`config.mk`:
```
export PLATFORM = sky130hd
export DESIGN_NAME = riscv_id
export DESIGN_NICKNAME = d
export VERILOG_FILES = /design/src/rtl/riscv_id_pkg.sv /design/src/rtl/riscv_regfile.sv /design/src/rtl/riscv_id.sv
export SDC_FILE = /design/constraint.sdc
export NUM_CORES = 2
export LEC_CHECK = 0
export ABC_AREA = 1
export BUFFER_PORTS_ARGS = -buffer_cell sky130_fd_sc_hd__buf_4
export CELL_PAD_IN_SITES_DETAIL_PLACEMENT = 2
export CELL_PAD_IN_SITES_GLOBAL_PLACEMENT = 2
export CORE_UTILIZATION = 33
export DETAILED_ROUTE_END_ITERATION = 8
export PLACE_DENSITY_LB_ADDON = 0.1
export SLEW_MARGIN = 20
export SYNTH_ARGS = -nofsm -noshare
export SYNTH_HDL_FRONTEND = slang
export SYNTH_HIERARCHICAL = 1
export SYNTH_SLANG_ARGS = --single-unit
```
`constraint.sdc`:
```
create_clock -name clk -period 1.2 [get_ports clk]
set_input_delay 0.3 -clock clk [delete_from_list [all_inputs] [get_ports clk]]
set_output_delay 0.3 -clock clk [all_outputs]
set_load 0.05 [all_outputs]
```
`src/rtl/riscv_id_pkg.sv`:
```
// Shared constants and types for the RV32I decode stage: opcode and funct3
// encodings (the same funct3 encoding riscv_ex consumes) and the output bundle.
package riscv_id_pkg;

  localparam int RV_XLEN  = 32;
  localparam int RV_NREGS = 32;

  localparam logic [6:0] OPCODE_OP     = 7'b0110011;
  localparam logic [6:0] OPCODE_OP_IMM = 7'b0010011;
  localparam logic [6:0] OPCODE_LUI    = 7'b0110111;

  localparam logic [2:0] FUNCT3_ADD  = 3'b000;
  localparam logic [2:0] FUNCT3_SLL  = 3'b001;
  localparam logic [2:0] FUNCT3_SLT  = 3'b010;
  localparam logic [2:0] FUNCT3_SLTU = 3'b011;
  localparam logic [2:0] FUNCT3_XOR  = 3'b100;
  localparam logic [2:0] FUNCT3_SRL  = 3'b101;
  localparam logic [2:0] FUNCT3_OR   = 3'b110;
  localparam logic [2:0] FUNCT3_AND  = 3'b111;

  typedef enum logic [1:0] {
    CLS_OP      = 2'd0,
    CLS_OP_IMM  = 2'd1,
    CLS_LUI     = 2'd2,
    CLS_ILLEGAL = 2'd3
  } instr_class_e;

  typedef struct packed {
    logic [4:0]         rdi;
    logic [RV_XLEN-1:0] a;
    logic [RV_XLEN-1:0] b;
    logic [5:0]         shamt;
    logic [2:0]         funct3;
    logic               invertb;
    logic               out_valid;
    logic               illegal;
  } id_bundle_t;

  function automatic instr_class_e classify(input logic [6:0] opcode);
    instr_class_e cls;
    case (opcode)
      OPCODE_OP:     cls = CLS_OP;
      OPCODE_OP_IMM: cls = CLS_OP_IMM;
      OPCODE_LUI:    cls = CLS_LUI;
      default:       cls = CLS_ILLEGAL;
    endcase
    return cls;
  endfunction

endpackage

```
`src/rtl/riscv_regfile.sv`:
```
// 32x32 architectural register file: two combinational reads, one synchronous
// write, asynchronous active-low clear, x0 reads as zero and ignores writes.
module riscv_regfile
  import riscv_id_pkg::*;
#(
  parameter int XLEN  = RV_XLEN,
  parameter int NREGS = RV_NREGS
) (
  input  logic            clk,
  input  logic            rst,
  input  logic [4:0]      ra,
  input  logic [4:0]      rb,
  output logic [XLEN-1:0] rdata_a,
  output logic [XLEN-1:0] rdata_b,
  input  logic            we,
  input  logic [4:0]      wa,
  input  logic [XLEN-1:0] wdata
);

  logic [XLEN-1:0] mem_r [NREGS];

  // Storage: cleared on reset, written on any enabled non-x0 destination.
  always_ff @(posedge clk or negedge rst) begin
    if (!rst) begin
      for (int i = 0; i < NREGS; i++) begin
        mem_r[i] <= '0;
      end
    end else if (we && (wa != 5'd0)) begin
      mem_r[wa] <= wdata;
    end
  end

  // Read ports: x0 is forced to zero regardless of storage contents.
  always_comb begin
    rdata_a = '0;
    rdata_b = '0;
    if (ra != 5'd0) begin
      rdata_a = mem_r[ra];
    end else begin
      rdata_a = '0;
    end
    if (rb != 5'd0) begin
      rdata_b = mem_r[rb];
    end else begin
      rdata_b = '0;
    end
  end

endmodule

```
`src/rtl/riscv_id.sv`:
```
// RV32I ALU-instruction decode stage: reads operands (with writeback bypass)
// and registers the rdi/a/b/shamt/funct3/invertb bundle for riscv_ex.
module riscv_id
  import riscv_id_pkg::*;
#(
  parameter int XLEN  = RV_XLEN,
  parameter int NREGS = RV_NREGS
) (
  input  logic            clk,
  input  logic            rst,
  input  logic [31:0]     instr,
  input  logic            instr_valid,
  output logic            ready,
  input  logic            stall,
  input  logic            wb_en,
  input  logic [4:0]      wb_rd,
  input  logic [XLEN-1:0] wb_data,
  output logic [4:0]      rdi,
  output logic [XLEN-1:0] a,
  output logic [XLEN-1:0] b,
  output logic [5:0]      shamt,
  output logic [2:0]      funct3,
  output logic            invertb,
  output logic            out_valid,
  output logic            illegal
);

  logic [4:0]      rs1_s;
  logic [4:0]      rs2_s;
  logic [4:0]      rd_s;
  logic [2:0]      f3_s;
  logic [XLEN-1:0] rf_a_s;
  logic [XLEN-1:0] rf_b_s;
  logic [XLEN-1:0] op_a_s;
  logic [XLEN-1:0] op_b_s;
  logic [XLEN-1:0] imm_i_s;
  logic            is_shift_s;
  id_bundle_t      dec_s;
  id_bundle_t      bundle_r;

  assign rs1_s   = instr[19:15];
  assign rs2_s   = instr[24:20];
  assign rd_s    = instr[11:7];
  assign f3_s    = instr[14:12];
  assign imm_i_s = {{(XLEN-12){instr[31]}}, instr[31:20]};
  assign is_shift_s = (f3_s == FUNCT3_SLL) || (f3_s == FUNCT3_SRL);

  riscv_regfile #(
    .XLEN  (XLEN),
    .NREGS (NREGS)
  ) u_regfile (
    .clk     (clk),
    .rst     (rst),
    .ra      (rs1_s),
    .rb      (rs2_s),
    .rdata_a (rf_a_s),
    .rdata_b (rf_b_s),
    .we      (wb_en),
    .wa      (wb_rd),
    .wdata   (wb_data)
  );

  // Same-cycle writeback bypass onto the operand reads (never for x0).
  always_comb begin
    op_a_s = rf_a_s;
    op_b_s = rf_b_s;
    if (wb_en && (wb_rd == rs1_s) && (rs1_s != 5'd0)) begin
      op_a_s = wb_data;
    end else begin
      op_a_s = rf_a_s;
    end
    if (wb_en && (wb_rd == rs2_s) && (rs2_s != 5'd0)) begin
      op_b_s = wb_data;
    end else begin
      op_b_s = rf_b_s;
    end
  end

  // Decode the presented instruction into the next bundle.
  always_comb begin
    dec_s = '0;
    case (classify(instr[6:0]))
      CLS_OP: begin
        dec_s.rdi       = rd_s;
        dec_s.out_valid = 1'b1;
        dec_s.a         = op_a_s;
        dec_s.funct3    = f3_s;
        if (is_shift_s) begin
          dec_s.b     = '0;
          dec_s.shamt = {1'b0, op_b_s[4:0]};
        end else begin
          dec_s.b     = op_b_s;
          dec_s.shamt = 6'd0;
        end
        if ((f3_s == FUNCT3_ADD) || (f3_s == FUNCT3_SRL)) begin
          dec_s.invertb = instr[30];
        end else begin
          dec_s.invertb = 1'b0;
        end
      end
      CLS_OP_IMM: begin
        dec_s.rdi       = rd_s;
        dec_s.out_valid = 1'b1;
        dec_s.a         = op_a_s;
        dec_s.funct3    = f3_s;
        if (is_shift_s) begin
          dec_s.b       = '0;
          dec_s.shamt   = {1'b0, instr[24:20]};
          dec_s.invertb = (f3_s == FUNCT3_SRL) ? instr[30] : 1'b0;
        end else begin
          dec_s.b       = imm_i_s;
          dec_s.shamt   = 6'd0;
          dec_s.invertb = 1'b0;
        end
      end
      CLS_LUI: begin
        dec_s.rdi       = rd_s;
        dec_s.out_valid = 1'b1;
        dec_s.a         = '0;
        dec_s.b         = {instr[31:12], 12'h000};
        dec_s.funct3    = FUNCT3_ADD;
      end
      default: begin
        dec_s.illegal = 1'b1;
      end
    endcase
  end

  // Output bundle. A stall holds the bundle but still retires the illegal
  // pulse, so illegal is never high for more than one cycle.
  always_ff @(posedge clk or negedge rst) begin
    if (!rst) begin
      bundle_r <= '0;
    end else if (stall) begin
      bundle_r.illegal <= 1'b0;
    end else if (instr_valid) begin
      bundle_r <= dec_s;
    end else begin
      bundle_r <= '0;
    end
  end

  assign ready     = !stall;
  assign rdi       = bundle_r.rdi;
  assign a         = bundle_r.a;
  assign b         = bundle_r.b;
  assign shamt     = bundle_r.shamt;
  assign funct3    = bundle_r.funct3;
  assign invertb   = bundle_r.invertb;
  assign out_valid = bundle_r.out_valid;
  assign illegal   = bundle_r.illegal;

endmodule

```
==> out/qor.txt <==
Ys async rst share - 100%
Failing checks - negative setup slack
Largest net degree at the start of global routing - 72
Ys flop type - dfrtp_1
Io pins - 156
Layout net count - 10400
Placed Area - 78700 µm²
Vias in the first global route - 83600
Clk Tree Root Cell - clkbuf_16
Critical Path AT - 2.95 ns
Most frequent cell after synthesis - nand2_1
Clk Latency, worst-skew pair - 0.83 ns
Core ar. - 188000 µm²
Slowest stage cell, crit path - dfrtp_1
Reg2Reg Depth - 15
WL per Instance - 34.8 µm
PortBufs - 154
Leading area contributor after synthesis - dfrtp_1
Tcrit/Tclk final - 182%
All-layer global routing usage - 40.5%
Synth top area share - 44.2%
Maximum vdd drop - 1.74 mV
Post-Layout Cell Count - 12900
Fin util - 47.8%
Critical path endpoint category - flip-flop
First-pass DRT Iterations - 7
H-tree depth - 4
DR vias - 80500
Max Clk Rate - 457 MHz
Detail Route Antenna Nets - 0
Clock sinks - 1104
Synth top cells by count - 3193 x nand2_1, 1104 x dfrtp_1, 1074 x nand3_1
Cell Pwr Density - 1540 nW/µm²
Max-cap viol count - 0
Area Growth Syn to Fin - 43.8%
Slowest stage delay, CP - 0.41 ns
Final wirelength - 450 mm
Leak - 43.0 nW
Area of the mapped netlist - 62500 µm²
Setup violations, final - 327
Syn. warnings - 6
CTS tree - built
First-pass GRT wire length - 575 mm
FP Rows - 159
Post-Syn Instances - 9143
Hold_sp - stall
Placed Cells - 12500
Post-route cell area - 89900 µm²
Syn nets - 9217
Crit path top cell by count - nand2_2
Die Y - 437 µm
Fillers - 20700
Clock transition at path regs - 0.07 ns
Final setup TNS - -98.06 ns
Final Max Slew Viols - 0
Gr ovfl total - 0
Final Hold Fails - 0
Share of cells above drive strength 1 - 28.9%
Chip Width - 437 µm
Slew at the pin closest to its max-slew limit - 0.617 ns
Flop2flop setup slack - -0.99 ns
Hold Path Sink - shamt[2]
HPWL after DPL - 254 mm
Number of distinct library cells after synthesis - 39
Syn avg cell area - 6.84 µm²
Initial core utilization - 33.3%
GP Congestion - 0.896
Worst rel slew slack - 58.9%
Synth area leaders - dfrtp_1 44%, nand2_1 19%, nand3_1 8.6%, o21ai_0 8.5%, inv_1 3.8%
Min Tclk post-route - 2.19 ns
Iteration-0 DRC Markers - 8099
Hold crit path type - input port to flip-flop
Reg2reg end - b[3]
Crit path max fanout - 2
Final worst-path setup slack - -0.988 ns
Sequential area share after synthesis - 44.2%
RSZ-0062 raised after global routing - yes
Kind of critical path - flip-flop to flip-flop
Largest buffer count on any clock path - 3
CP startpoint kind - flip-flop
Hold path depth - 4
Vias per Instance - 6.22
Worst-path cell chain - nand2_1 -> nand3_1 -> nand3_2 -> nand2_1 -> nand2_2 -> nand3_2 -> nand2_2 -> nor2_4 -> buf_6 -> clkinvlp_4 -> nand2_2 -> nand3_2 -> nand2_2 -> nand2_2 -> nand2_2
Critical Path RT - 1.97 ns
Initial antenna violation count - 29
Die ar. - 191000 µm²
Outcome - complete, but fails checks
Number of synthesized flops with an enable pin - 0
DRC viols - 0
Register bit total from synthesis - 1104
Clk_skew - 0.0359 ns
Total clock buffers created by CTS - 142
Reg-to-reg startpoint - u_regfile/mem_r[99]
==> repair_timing <==
item                                    CTS  global route
buffers inserted                        104           103
pin swaps                               437           481
resized for setup                       816           622
setup endpoints to repair               150           318
hold buffers                             46             0
endpoints found under the hold margin  1369             0
gates cloned                              1            16
==> how the worst max path moves through the flow <==
stage                          from        to  slack, ns  depth (start not counted)
2_1_floorplan             instr[20]  shamt[1]      -0.49                         19
3_3_place_gp              instr[21]     b[25]      -1.59                         14
3_5_place_dp              instr[21]     b[25]      -1.59                         14
4_1_cts        u_regfile/mem_r[227]      b[3]      -0.74                         15
5_1_grt        u_regfile/mem_r[801]  shamt[1]      -0.99                         14
6_report        u_regfile/mem_r[99]      b[3]      -0.99                         15
==> layout by cell type, fill, tap and decap left out, types with 9 or more instances in the layout <==
cell / instances
nand2_1: 2873
buf_4: 1234
nand3_2: 209
clkbuf_16: 160
buf_8: 9
clkbuf_1: 38
nand2_2: 291
clkbuf_8: 40
dfrtp_1: 1077
nor2_1: 379
nand3_4: 27
o21ai_2: 30
nand4_1: 35
a21oi_2: 81
nor2_4: 111
inv_2: 92
dlygate4sd3_1: 45
nor2_2: 104
buf_16: 10
o21ai_0: 764
a21oi_1: 326
o21ai_1: 306
nand3_1: 843
diode_2: 18
o211ai_1: 181
nand2_4: 34
dfrtp_2: 27
buf_12: 323
clkinv_2: 15
inv_1: 529
buf_6: 160
==> stage by stage <==
stage | setup slack [ns] | hold WS [ns] | power (mW)
final | -0.988 | 0.0835 | 139
after global routing | -0.987 | 0.0747 | 143
after CTS | -0.741 | 0.000483 | 131
after detailed placement | -1.59 | 0.195 | 83.9
after global placement | -1.59 | 0.199 | 81.4
after floorplan | -0.488 | 0.00441 | 65.0
==> critical path, delay by kind of cell, from the launching register on <==
family / cells / cell delay (ns)
buffers and inverters: 2 / 0.30
flip-flops: 1 / 0.41
AND/OR/NAND/NOR: 13 / 1.40
==> routing by layer <==
| metal | routed length, µm | global-route usage (%) | part of all wire [%] | vias to the layer above |
|---|---|---|---|---|
| met5 | 204 | 0 | 0.045 | - |
| met4 | 39000 | 22.4 | 8.7 | 28 |
| met3 | 44800 | 8.46 | 10 | 2220 |
| met2 | 198000 | 64.7 | 44 | 5241 |
| met1 | 168000 | 50.8 | 37 | 41200 |
| li1 | - | - | - | 31800 |
==> cell families after synthesis <==
family          count (synthesis)  share of synthesized area [%]
simple gates                 4922                           32.3
xor+xnor                        2                         0.0280
other cells                     1                        0.00600
flops                        1104                           44.2
buf+inv                      1409                           9.02
compound gates               1705                           14.4
==> sequential cells by signal, summed over array words and instances (netlist names) <==
register	count
illegal	1
funct3	3
invertb	1
rdi	5
shamt	5
out_valid	1
b	32
a	32
u_regfile/mem_r	1024
==> area by class of cell <==
class / instances / area [µm²] / area share [%]
multi-input cells: 6630 / 33100 / 36.8
flip-flops and latches: 1104 / 27700 / 30.8
repair buffers: 1795 / 18800 / 20.9
clock buffers: 225 / 4370 / 4.86
well taps: 2495 / 3120 / 3.47
inverters: 648 / 2610 / 2.90
clock inverters: 25 / 263 / 0.292
diodes: 18 / 45.0 / 0.0501
repair inverters: 1 / 11.3 / 0.0125
==> power by group <==
part | total (mW) | switching, mW | internal, mW
Sequential | 50.7 | 6.09 | 44.6
Combinational | 42.5 | 25.4 | 17.0
Clock | 45.6 | 19.9 | 25.7
Note: power is estimated with default switching activity, not from simulation.
